$ cat src/rtl/seq_pkg.sv
// Shared definitions for the serial pattern path: the serializer FSM encoding
// and the default word width / idle level that the detectors reuse.
package seq_pkg;

   typedef enum logic {
      ST_IDLE  = 1'b0,
      ST_SHIFT = 1'b1
   } ser_state_e;

   localparam int   DEFAULT_DATA_W   = 8;
   localparam logic DEFAULT_IDLE_BIT = 1'b1;

endpackage : seq_pkg

$ cat src/rtl/bit_serializer.sv
// Parallel-to-serial feeder: accepts words over valid/ready and shifts them out
// one bit per enabled cycle, streaming consecutive words with no idle gap.
module bit_serializer
   import seq_pkg::*;
#(
   parameter int   DATA_W    = DEFAULT_DATA_W,
   parameter bit   MSB_FIRST = 1'b1,
   parameter logic IDLE_BIT  = DEFAULT_IDLE_BIT
) (
   input  logic              clk,
   input  logic              rst,
   input  logic [DATA_W-1:0] data_in,
   input  logic              data_valid,
   output logic              data_ready,
   input  logic              bit_en,
   output logic              bit_out,
   output logic              bit_valid,
   output logic              busy,
   output logic              frame_done
);

   localparam int               CNT_W    = $clog2(DATA_W);
   localparam logic [CNT_W-1:0] LAST_CNT = CNT_W'(DATA_W - 1);

   ser_state_e        state_q, state_d;
   logic [DATA_W-1:0] sreg_q, sreg_d;
   logic [CNT_W-1:0]  cnt_q, cnt_d;

   logic              last;
   logic              accept;
   logic              head;
   logic [DATA_W-1:0] shifted;

   assign last       = (cnt_q == LAST_CNT);
   assign busy       = (state_q == ST_SHIFT);
   assign bit_valid  = busy && bit_en;
   assign frame_done = bit_valid && last;
   assign data_ready = !rst && ((state_q == ST_IDLE) || (busy && last && bit_en));
   assign accept     = data_valid && data_ready;
   assign bit_out    = busy ? head : IDLE_BIT;

   always_comb begin
      head    = 1'b0;
      shifted = '0;
      if (MSB_FIRST) begin
         head    = sreg_q[DATA_W-1];
         shifted = {sreg_q[DATA_W-2:0], 1'b0};
      end else begin
         head    = sreg_q[0];
         shifted = {1'b0, sreg_q[DATA_W-1:1]};
      end
   end

   // A reload on the last-bit cycle takes priority so words chain without a gap
   always_comb begin
      state_d = state_q;
      sreg_d  = sreg_q;
      cnt_d   = cnt_q;
      if (accept) begin
         state_d = ST_SHIFT;
         sreg_d  = data_in;
         cnt_d   = '0;
      end else if (bit_valid) begin
         if (last) begin
            state_d = ST_IDLE;
            cnt_d   = '0;
         end else begin
            sreg_d = shifted;
            cnt_d  = cnt_q + CNT_W'(1);
         end
      end
   end

   always_ff @(posedge clk) begin
      if (rst) begin
         state_q <= ST_IDLE;
         sreg_q  <= '0;
         cnt_q   <= '0;
      end else begin
         state_q <= state_d;
         sreg_q  <= sreg_d;
         cnt_q   <= cnt_d;
      end
   end

endmodule : bit_serializer

$ cat config.mk
export PLATFORM = sky130hd
export DESIGN_NAME = bit_serializer
export DESIGN_NICKNAME = d
export VERILOG_FILES = /design/src/rtl/seq_pkg.sv /design/src/rtl/bit_serializer.sv
export SDC_FILE = /design/constraint.sdc
export NUM_CORES = 1
export LEC_CHECK = 0
export CAP_MARGIN = 20
export CORE_MARGIN = 2
export CORE_UTILIZATION = 40
export CTS_CLUSTER_DIAMETER = 60
export DETAILED_ROUTE_END_ITERATION = 10
export GPL_ROUTABILITY_DRIVEN = 1
export GPL_TIMING_DRIVEN = 1
export PLACE_DENSITY = 0.68
export RECOVER_POWER = 50
export SLEW_MARGIN = 20
export SYNTH_ARGS = -nofsm -noshare
export SYNTH_HDL_FRONTEND = slang
export SYNTH_SLANG_ARGS = --single-unit
$ cat constraint.sdc
create_clock -name clk -period 1.6 [get_ports clk]
set_input_delay 0.32 -clock clk [delete_from_list [all_inputs] [get_ports clk]]
set_output_delay 0.32 -clock clk [all_outputs]
set_load 0.1 [all_outputs]
==> results.json <==
{
  "utilization_pct": 66.9,
  "synth_cell_types": 21,
  "syn_nets": 83,
  "clock-sinks": 12,
  "clk_path_buf_depth": 2,
  "pre_cts_ws_ns": -0.198,
  "htreeDepth": 1,
  "clock_skew_ns": 0.000708,
  "detail-route-antenna-nets": 0,
  "via_count": 590,
  "synth-adder-area-share_pct": 3.93,
  "final_nets": 111,
  "path_class": "register to output port",
  "cts-buffers-inserted": 3,
  "start_util_pct": 42.3,
  "holdWs_ns": 0.505,
  "dp_hpwl_mm": 1.02,
  "slew_headroom_pct": 67.6,
  "hold_viol_final": 0,
  "antenna_cells": 0,
  "r2r_end": "sreg_q[0]",
  "yosysWarnings": 0,
  "muxShareOfSynthArea_pct": 4.72,
  "crit_path_end": "data_ready",
  "first_global_vias": 607,
  "peakVddDrop_uv": 523,
  "vias_per_cell": 5.27,
  "syn-cell-area_um2": 637,
  "grt_max_degree": 10,
  "fin_ws_ns": -0.0346,
  "antenna_found_initial": 0,
  "startpoint_type": "register",
  "critPathLaunch": "cnt_q[0]",
  "ys_top_cells_by_area": "dfxtp_1 38%, a311oi_2 17%, nand2_1 8.8%",
  "maxCapViolCount": 0,
  "crit_arrival_ns": 1.31,
  "die_y_um": 43.9,
  "grt_pass1_wl_mm": 2.41,
  "wl_mm": 1.38,
  "ys_ff_latch": 12,
  "track_usage_pct": 16.5,
  "worstReg2RegStart": "cnt_q[0]",
  "totalPowerFinal_w": 0.000782,
  "outcome": "finished, violations left",
  "synth_compound_area_share_pct": 20.2,
  "clk-insertion-delay-late_ns": 0.27,
  "routedWlPerCell_um": 12.4,
  "gp_congestion": 0.720,
  "pin_count": 17,
  "fillCellCount": 125,
  "leakage_nw": 0.382,
  "worst-r2r-cell-count": 7,
  "ys_seq_area_share_pct": 37.7,
  "synth_top_area_share_pct": 37.7,
  "top_layer": "met4",
  "wl_met2_um": 751,
  "final_cell_mix": "15 x nand2_1, 12 x buf_4, 10 x nor3_1, 10 x clkdlybuf4s50_1, 9 x dfxtp_1",
  "rows": 14,
  "hp-class": "register to register",
  "rsz0062_at_grt": "yes",
  "dr.pass1.iters": 4,
  "cts_tree": "yes",
  "worst_slew_pin_slew_ns": 0.490,
  "wl_met1_um": 560,
  "dieArea_mm2": 0.00193,
  "core-area_mm2": 0.00151,
  "fmax_ghz": 0.612,
  "slew_violations": 0,
  "dr_wl_met3_um": 63,
  "cp_max_fo": 4,
  "synth_top_family_by_area": "simple AND/OR/NAND/NOR gates",
  "fin_crit_sh_pct": 102,
  "die_w_um": 43.9,
  "port_buffers": 16,
  "synth_top_cell_by_area": "dfxtp_1",
  "path_clk_slew_ns": 0.08,
  "fin_crit_ns": 1.63,
  "fin_tns_setup_ns": -0.0409,
  "violations": "negative setup slack",
  "pwr_density_cell_mw_per_mm2": 776,
  "final_common_cell": "nand2_1",
  "end_kind": "output port",
  "area_growth_pct": 58.4,
  "drtIter0Drc": 11,
  "worstHoldStart": "sreg_q[6]",
  "synthCells": 69,
  "grt_overflow_total": 0,
  "ff2ff_setup_slack_ns": 0.02,
  "syn-mean-instance-area_um2": 9.23,
  "root_buffer": "clkbuf_4",
  "cp_data_required_time_ns": 1.28,
  "synth-xor-area-share_pct": 0,
  "setup_viol": 2,
  "hold_buffers": 0,
  "drive_gt1_share_pct": 42.7,
  "drc": 0,
  "synth_simple_gate_area_share_pct": 28.1
}
state kept, by name (all words and copies together), names as in the netlist:
name	cells
busy	1
cnt_q	3
sreg_q	8
cells in the mapped netlist:
master    count
buf_6         1
nand2b_1      1
nor3_1       10
and3_1        1
a311oi_2      7
nor2_1        4
a21boi_2      1
or2_1         1
mux2i_1       3
or3b_1        1
o211ai_1      1
ha_1          2
buf_2         3
a21oi_1       1
nand3b_1      1
nand2b_4      1
dfxtp_1      12
and3b_1       1
nand2_1      15
clkbuf_1      1
inv_1         1
power by group:
part	total (W)	switching, W	internal (W)	leakage, nW
Clock	0.000243	0.000105	0.000138	0.0210
Sequential	0.000327	0.0000120	0.000315	0.0998
Combinational	0.000212	0.000115	0.0000971	0.262
critical path, cell delays in order (launching register included):
cell and delay [ns]:
dfxtp_2 0.34, ha_4 0.16, ha_4 0.17, a21boi_4 0.16, nor2_4 0.05, buf_12 0.16
timing repair:
item                       CTS  global route
pin swaps                    3             1
setup endpoints to repair   10             3
resized for setup            4             2
hold endpoints to repair     0             0
buffers inserted             2             0
how the worst min path moves through the flow:
stage                           end  slack (ns)  depth (start not counted)
after global placement    sreg_q[0]        0.49                          2
after floorplan           sreg_q[1]        0.39                          1
final                     sreg_q[7]        0.50                          2
after CTS                 sreg_q[0]        0.51                          2
after detailed placement  sreg_q[7]        0.49                          2
after global routing      sreg_q[0]        0.53                          2
metal layers:
layer,global-route usage (%),up-vias
li1,-,301
met2,31.5,14
met4,3.64,0
met1,18.2,273
met5,0,-
met3,3.75,2
metrics by stage:
stage	area (um2)	cells
CTS	1020	112
detailed placement	956	106
floorplan	687	69
global route	1010	112
global placement	956	106
finish	1010	112
cell families (layout without fill, tap and decap cells):
family | after synthesis | count (layout)
AND/OR/NAND/NOR | 36 | 36
flip-flops | 12 | 12
AO/OA/AOI/OAI | 10 | 10
buffers and inverters | 6 | 33
multiplexers | 3 | 3
adder cells (fa/ha/maj) | 2 | 2
layout make-up:
type	count	area, um2	area share, %
Inverter	1	5.00	0.496
Tap cell	16	20.0	1.99
Clock buffer	4	36.3	3.60
Sequential cell	12	246	24.4
Multi-Input combinational cell	51	417	41.3
Timing Repair Buffer	28	284	28.2
Power figures use the tool's default switching activity.
